**src/rtl/vx_alu_bitcnt_pkg.sv**
```systemverilog
// Shared types and encodings for the Zbb bit-count ALU processing element.
package vx_alu_bitcnt_pkg;

   localparam int XLEN    = 32;
   localparam int UUID_W  = 44;
   localparam int NW_W    = 2;
   localparam int NR_W    = 5;
   localparam int PID_W   = 1;
   localparam int CNT_W   = $clog2(XLEN + 1);

   typedef logic [3:0] inst_alu_t;

   localparam inst_alu_t INST_ALU_CPOP = 4'hA;
   localparam inst_alu_t INST_ALU_CLZ  = 4'hB;
   localparam inst_alu_t INST_ALU_CTZ  = 4'hC;

   // Slot of this PE behind the ALU unit's per-block PE switch.
   localparam int PE_IDX_BCNT = 3;

   // Header shared by alu_exe_t and alu_res_t; lane payloads travel on separate ports.
   typedef struct packed {
      logic [UUID_W-1:0] uuid;
      logic [NW_W-1:0]   wid;
      logic [XLEN-1:0]   pc;
      logic [NR_W-1:0]   rd;
      logic              wb;
      logic [PID_W-1:0]  pid;
      logic              sop;
      logic              eop;
   } alu_hdr_t;

   typedef enum logic [1:0] {
      ST_IDLE = 2'd0,
      ST_BUSY = 2'd1,
      ST_DONE = 2'd2
   } bcnt_state_t;

endpackage

```
**src/rtl/vx_bitcnt_lane.sv**
```systemverilog
// Combinational per-lane CPOP / CLZ / CTZ; disabled lanes and unknown ops yield 0.
module vx_bitcnt_lane
   import vx_alu_bitcnt_pkg::*;
(
   input  inst_alu_t         op_i,
   input  logic              en_i,
   input  logic [XLEN-1:0]   opnd_i,
   output logic [XLEN-1:0]   cnt_o
);

   logic [CNT_W-1:0] pop;
   logic [CNT_W-1:0] clz;
   logic [CNT_W-1:0] ctz;
   logic [CNT_W-1:0] cnt;

   always_comb begin
      pop = '0;
      clz = CNT_W'(XLEN);
      ctz = CNT_W'(XLEN);
      // Upward scan: the highest set bit is the last to overwrite clz.
      for (int i = 0; i < XLEN; i++) begin
         pop = pop + CNT_W'(opnd_i[i]);
         if (opnd_i[i]) clz = CNT_W'(XLEN - 1 - i);
      end
      for (int i = XLEN - 1; i >= 0; i--) begin
         if (opnd_i[i]) ctz = CNT_W'(i);
      end
   end

   always_comb begin
      cnt = '0;
      if (en_i) begin
         case (op_i)
            INST_ALU_CPOP: cnt = pop;
            INST_ALU_CLZ:  cnt = clz;
            INST_ALU_CTZ:  cnt = ctz;
            default:       cnt = '0;
         endcase
      end
   end

   assign cnt_o = XLEN'(cnt);

endmodule

```
**src/rtl/vx_alu_bitcnt.sv**
```systemverilog
// Multi-cycle bit-count PE: latches one request, evaluates LANE_BATCH lanes per
// cycle, then holds a registered result until the consumer accepts it.
//
// state   | meaning
// --------+------------------------------------------------------------
// IDLE    | ready for a request, no result pending
// BUSY    | evaluating lane batches into the result register
// DONE    | result valid and held; accepts a back-to-back request
module vx_alu_bitcnt
   import vx_alu_bitcnt_pkg::*;
#(
   parameter string INSTANCE_ID = "",
   parameter int    NUM_LANES   = 4,
   parameter int    LANE_BATCH  = 1
) (
   input  logic                             clk,
   input  logic                             reset,

   input  logic                             execute_valid_i,
   output logic                             execute_ready_o,
   input  inst_alu_t                        execute_op_i,
   input  alu_hdr_t                         execute_hdr_i,
   input  logic [NUM_LANES-1:0]             execute_tmask_i,
   input  logic [NUM_LANES-1:0][XLEN-1:0]   execute_rs1_i,

   output logic                             result_valid_o,
   input  logic                             result_ready_i,
   output alu_hdr_t                         result_hdr_o,
   output logic [NUM_LANES-1:0]             result_tmask_o,
   output logic [NUM_LANES-1:0][XLEN-1:0]   result_data_o
);

   localparam int NUM_BATCH = NUM_LANES / LANE_BATCH;
   localparam int BATCH_W   = (NUM_BATCH > 1) ? $clog2(NUM_BATCH) : 1;
   localparam int LANE_W    = (NUM_LANES > 1) ? $clog2(NUM_LANES) : 1;
   localparam logic [BATCH_W-1:0] LAST_BATCH = BATCH_W'(NUM_BATCH - 1);

   if ((NUM_LANES % LANE_BATCH) != 0) begin : g_bad_cfg
      $error("%s: LANE_BATCH must divide NUM_LANES", INSTANCE_ID);
   end

   bcnt_state_t                     state_q, state_d;
   logic [BATCH_W-1:0]              batch_q, batch_d;
   inst_alu_t                       op_q, op_d;
   alu_hdr_t                        hdr_q, hdr_d;
   logic [NUM_LANES-1:0]            tmask_q, tmask_d;
   logic [NUM_LANES-1:0][XLEN-1:0]  rs1_q, rs1_d;
   logic [NUM_LANES-1:0][XLEN-1:0]  data_q, data_d;

   logic                            accept;
   logic                            exe_ready;
   logic [LANE_W-1:0]               lane_idx [LANE_BATCH];
   logic [XLEN-1:0]                 lane_cnt [LANE_BATCH];

   for (genvar b = 0; b < LANE_BATCH; b++) begin : g_lane
      assign lane_idx[b] = LANE_W'(int'(batch_q) * LANE_BATCH + b);

      vx_bitcnt_lane u_lane (
         .op_i   (op_q),
         .en_i   (tmask_q[lane_idx[b]]),
         .opnd_i (rs1_q[lane_idx[b]]),
         .cnt_o  (lane_cnt[b])
      );
   end

   always_comb begin
      state_d   = state_q;
      batch_d   = batch_q;
      op_d      = op_q;
      hdr_d     = hdr_q;
      tmask_d   = tmask_q;
      rs1_d     = rs1_q;
      data_d    = data_q;
      exe_ready = 1'b0;
      accept    = 1'b0;

      case (state_q)
         ST_IDLE: begin
            exe_ready = 1'b1;
            accept    = execute_valid_i;
         end
         ST_BUSY: begin
            for (int b = 0; b < LANE_BATCH; b++) begin
               data_d[lane_idx[b]] = lane_cnt[b];
            end
            if (batch_q == LAST_BATCH) begin
               state_d = ST_DONE;
               batch_d = '0;
            end else begin
               batch_d = batch_q + BATCH_W'(1);
            end
         end
         ST_DONE: begin
            // Accepting the next request only when the result leaves keeps
            // the held result stable under backpressure.
            exe_ready = result_ready_i;
            if (result_ready_i) begin
               state_d = ST_IDLE;
               accept  = execute_valid_i;
            end
         end
         default: state_d = ST_IDLE;
      endcase

      if (accept) begin
         state_d = ST_BUSY;
         batch_d = '0;
         op_d    = execute_op_i;
         hdr_d   = execute_hdr_i;
         tmask_d = execute_tmask_i;
         rs1_d   = execute_rs1_i;
         data_d  = '0;
      end
   end

   always_ff @(posedge clk or posedge reset) begin
      if (reset) begin
         state_q <= ST_IDLE;
         batch_q <= '0;
         op_q    <= '0;
         hdr_q   <= '0;
         tmask_q <= '0;
         rs1_q   <= '0;
         data_q  <= '0;
      end else begin
         state_q <= state_d;
         batch_q <= batch_d;
         op_q    <= op_d;
         hdr_q   <= hdr_d;
         tmask_q <= tmask_d;
         rs1_q   <= rs1_d;
         data_q  <= data_d;
      end
   end

   assign execute_ready_o = exe_ready;
   assign result_valid_o  = (state_q == ST_DONE);
   assign result_hdr_o    = hdr_q;
   assign result_tmask_o  = tmask_q;
   assign result_data_o   = data_q;

endmodule

```
**config.mk**
```make
export PLATFORM = sky130hd
export DESIGN_NAME = vx_alu_bitcnt
export DESIGN_NICKNAME = d
export VERILOG_FILES = /design/src/rtl/vx_alu_bitcnt_pkg.sv /design/src/rtl/vx_bitcnt_lane.sv /design/src/rtl/vx_alu_bitcnt.sv
export SDC_FILE = /design/constraint.sdc
export NUM_CORES = 1
export LEC_CHECK = 0
export ABC_AREA = 1
export CAP_MARGIN = 20
export CORE_AREA = 2 2 207 209
export DETAILED_ROUTE_END_ITERATION = 12
export DIE_AREA = 0 0 209 211
export PLACE_DENSITY_LB_ADDON = 0.1
export SYNTH_ARGS = -nofsm -noshare
export SYNTH_HDL_FRONTEND = slang
export SYNTH_HIERARCHICAL = 1
export SYNTH_SLANG_ARGS = --single-unit
```
**constraint.sdc**
```tcl
create_clock -name clk -period 39.7 [get_ports clk]
set_clock_uncertainty 0.15 [all_clocks]
set_input_delay 11.91 -clock clk [delete_from_list [all_inputs] [get_ports clk]]
set_output_delay 11.91 -clock clk [all_outputs]
set_load 0.03 [all_outputs]
```
==> results.sh <==
export IMPL_end_kind="primary output"
export IMPL_nNetsFinal=2744
export IMPL_crit_fanout=3
export IMPL_syn_area_um2=17030
export IMPL_start_util_pct=40.78
export IMPL_finalCriticalPeriod_ns=25.36
export IMPL_gp_congestion=0.8924
export IMPL_synth_seq_area_share_pct=52.16
export IMPL_fin_crit_sh_pct=63.88
export IMPL_netlist_instances=2102
export IMPL_clk_latency_ns=0.57
export IMPL_ant_nets=0
export IMPL_worstSetupPathType="in2out"
export IMPL_slew_headroom_pct=23.48
export IMPL_drtIter0Drc=1285
export IMPL_rows=75
export IMPL_io_buffers=447
export IMPL_synth_cell_types=32
export IMPL_slew_viol_final=0
export IMPL_wl_per_cell_um=18.23
export IMPL_first_pass_iters=5
export IMPL_finalSetupTns_ns=0
export IMPL_hold_viol_final=0
export IMPL_final_cell_mix="nand2_1 (874), clkdlybuf4s50_1 (447), nand3_1 (363), dfrtp_1 (355), nor2_1 (100)"
export IMPL_grt_pass1_vias=15120
export IMPL_syn_area_per_cell_um2=8.102
export IMPL_clk_pin_slew_ns=0.06
export IMPL_cts_setup_buffers=0
export IMPL_cts_resized=0
export IMPL_cp_required_ns=27.64
export IMPL_synth_seq_cells=355
export IMPL_clockRootBuffer="clkbuf_16"
export IMPL_worstSetupStartpointType="primary input"
export IMPL_grt_max_degree=109
export IMPL_remaining_drc_errors=0
export IMPL_hold_path_class="reg2reg"
export IMPL_cts_hold_buf=0
export IMPL_grt_pass1_wl_um=87000
export IMPL_grt_usage_pct=25.37
export IMPL_via_per_inst=4.968
export IMPL_final_common_cell="nand2_1"
export IMPL_worst_slew_pin_slew_ns=1.148
export IMPL_dieArea_um2=44100
export IMPL_die_w_um=209
export IMPL_area_growth_pct=34.63
export IMPL_gr_total_overflow=0
export IMPL_dr_total_vias=15141
export IMPL_cts_buffers=42
export IMPL_io_pins=448
export IMPL_core_um2=41760
export IMPL_die_h_um=211
export IMPL_crit_arrival_ns=13.30
export IMPL_rsz0062_at_grt="false"
export IMPL_yosysWarnings=6
export IMPL_finalSetupViolCount=0
export IMPL_rrSetupSlack_ns=32.61
export IMPL_finalWirelength_um=55580
export IMPL_drv_cap=0
export IMPL_cts_tree="done"
export IMPL_hpwlAfterDp_um=38300
export IMPL_ctsHtreeMaxLevel=2
export IMPL_drive_gt1_share_pct=4.266
export IMPL_cts_sinks=355
export IMPL_clockBufferDepth=3
export IMPL_max_freq_mhz=39.43
export IMPL_status="complete, no violations"
export IMPL_antenna_found_initial=7
[final timing paths]
kind / start / to / depth (start not counted)
worst max-delay path: result_ready_i / execute_ready_o / 4
worst min-delay path: rs1_q[107]$_DFFE_PP0P_ / rs1_q[107]$_DFFE_PP0P_ / 2
worst max register to register: batch_q[0]$_DFFE_PP0P_ / result_data_o[100]$_DFFE_PP0P_ / 26
worst min register to register: rs1_q[107]$_DFFE_PP0P_ / rs1_q[107]$_DFFE_PP0P_ / 2
max in group asynchronous: reset / op_q[1]$_DFFE_PP0P_ / 4
min in group asynchronous: reset / result_hdr_o[40]$_DFFE_PP0P_ / 2
[per-stage QoR]
step / worst slack, ns / instance area (µm²) / instances / hold WS, ns / util, %
final: 14.34 / 22930 / 3048 / 0.3155 / 54.91
after global routing: 14.28 / 22930 / 3047 / 0.3342 / 54.90
after CTS: 14.34 / 22930 / 3047 / 0.3177 / 54.90
after detailed placement: 14.34 / 21610 / 2975 / 0.3034 / 51.75
after global placement: 14.36 / 21580 / 2974 / 0.2998 / 51.68
after floorplan: 15.21 / 17120 / 2127 / 0.2866 / -
[layout make-up]
class / count / area, µm²
diodes: 1 / 2.502
clock buffers: 66 / 1252
clock inverters: 6 / 63.81
fillers: 3897 / 18830
inverters: 111 / 520.5
multi-input cells: 1501 / 6872
flip-flops and latches: 355 / 8884
well taps: 539 / 674.4
repair buffers: 469 / 4659
[flip-flops by register name, summed over array words and instances, names as in the netlist]
register and count:
result_tmask_o 4, result_hdr_o 87, rs1_q 128, batch_q 2, op_q 4, state_q 2
result_data_o 128
[critical path, cell delays in order]
cell             delay (ns)
clkdlybuf4s50_1        0.46
inv_1                  0.08
a21oi_1                0.16
clkdlybuf4s50_1        0.69
[cell families after synthesis]
group / synth area share [%]
buffers and inverters: 8.126
AO/OA/AOI/OAI: 3.336
XOR/XNOR: 0.05144
flip-flops: 52.16
other: 0.02202
AND/OR/NAND/NOR: 32.53
adder cells (fa/ha/maj): 3.776
[synthesized netlist by cell type (all sizes together)]
| library cell | count | share of area (%) |
|---|---|---|
| o21a | 1 | 0.044 |
| a31oi | 1 | 0.037 |
| nand2 | 877 | 19 |
| o311ai | 1 | 0.051 |
| ha | 13 | 0.96 |
| conb | 1 | 0.022 |
| clkbuf | 51 | 1.1 |
| xor2 | 1 | 0.051 |
| nand3b | 2 | 0.088 |
| nor3 | 1 | 0.029 |
| dfrtp | 355 | 52 |
| nand3 | 363 | 11 |
| o211ai | 33 | 1.5 |
| inv | 104 | 2.3 |
| or2 | 1 | 0.037 |
| a21oi | 10 | 0.34 |
| fa | 24 | 2.8 |
| bufinv | 7 | 0.72 |
| nor4 | 1 | 0.037 |
| nor2 | 101 | 2.3 |
| a32oi | 2 | 0.10 |
| o31ai | 3 | 0.13 |
| o21ai | 40 | 1.2 |
| buf | 109 | 4.0 |
[routing by layer]
layer | routed length (µm) | track usage, % | vias to the layer above
met5 | 96 | 0 | -
met4 | 1723 | 8.276 | 14
met3 | 4170 | 7.151 | 93
met2 | 25400 | 39.57 | 476
met1 | 24190 | 34.28 | 7199
li1 | - | - | 7359
Power is not shown: default switching activity piles up to over one toggle a cycle in this logic, so the estimate is an artifact.
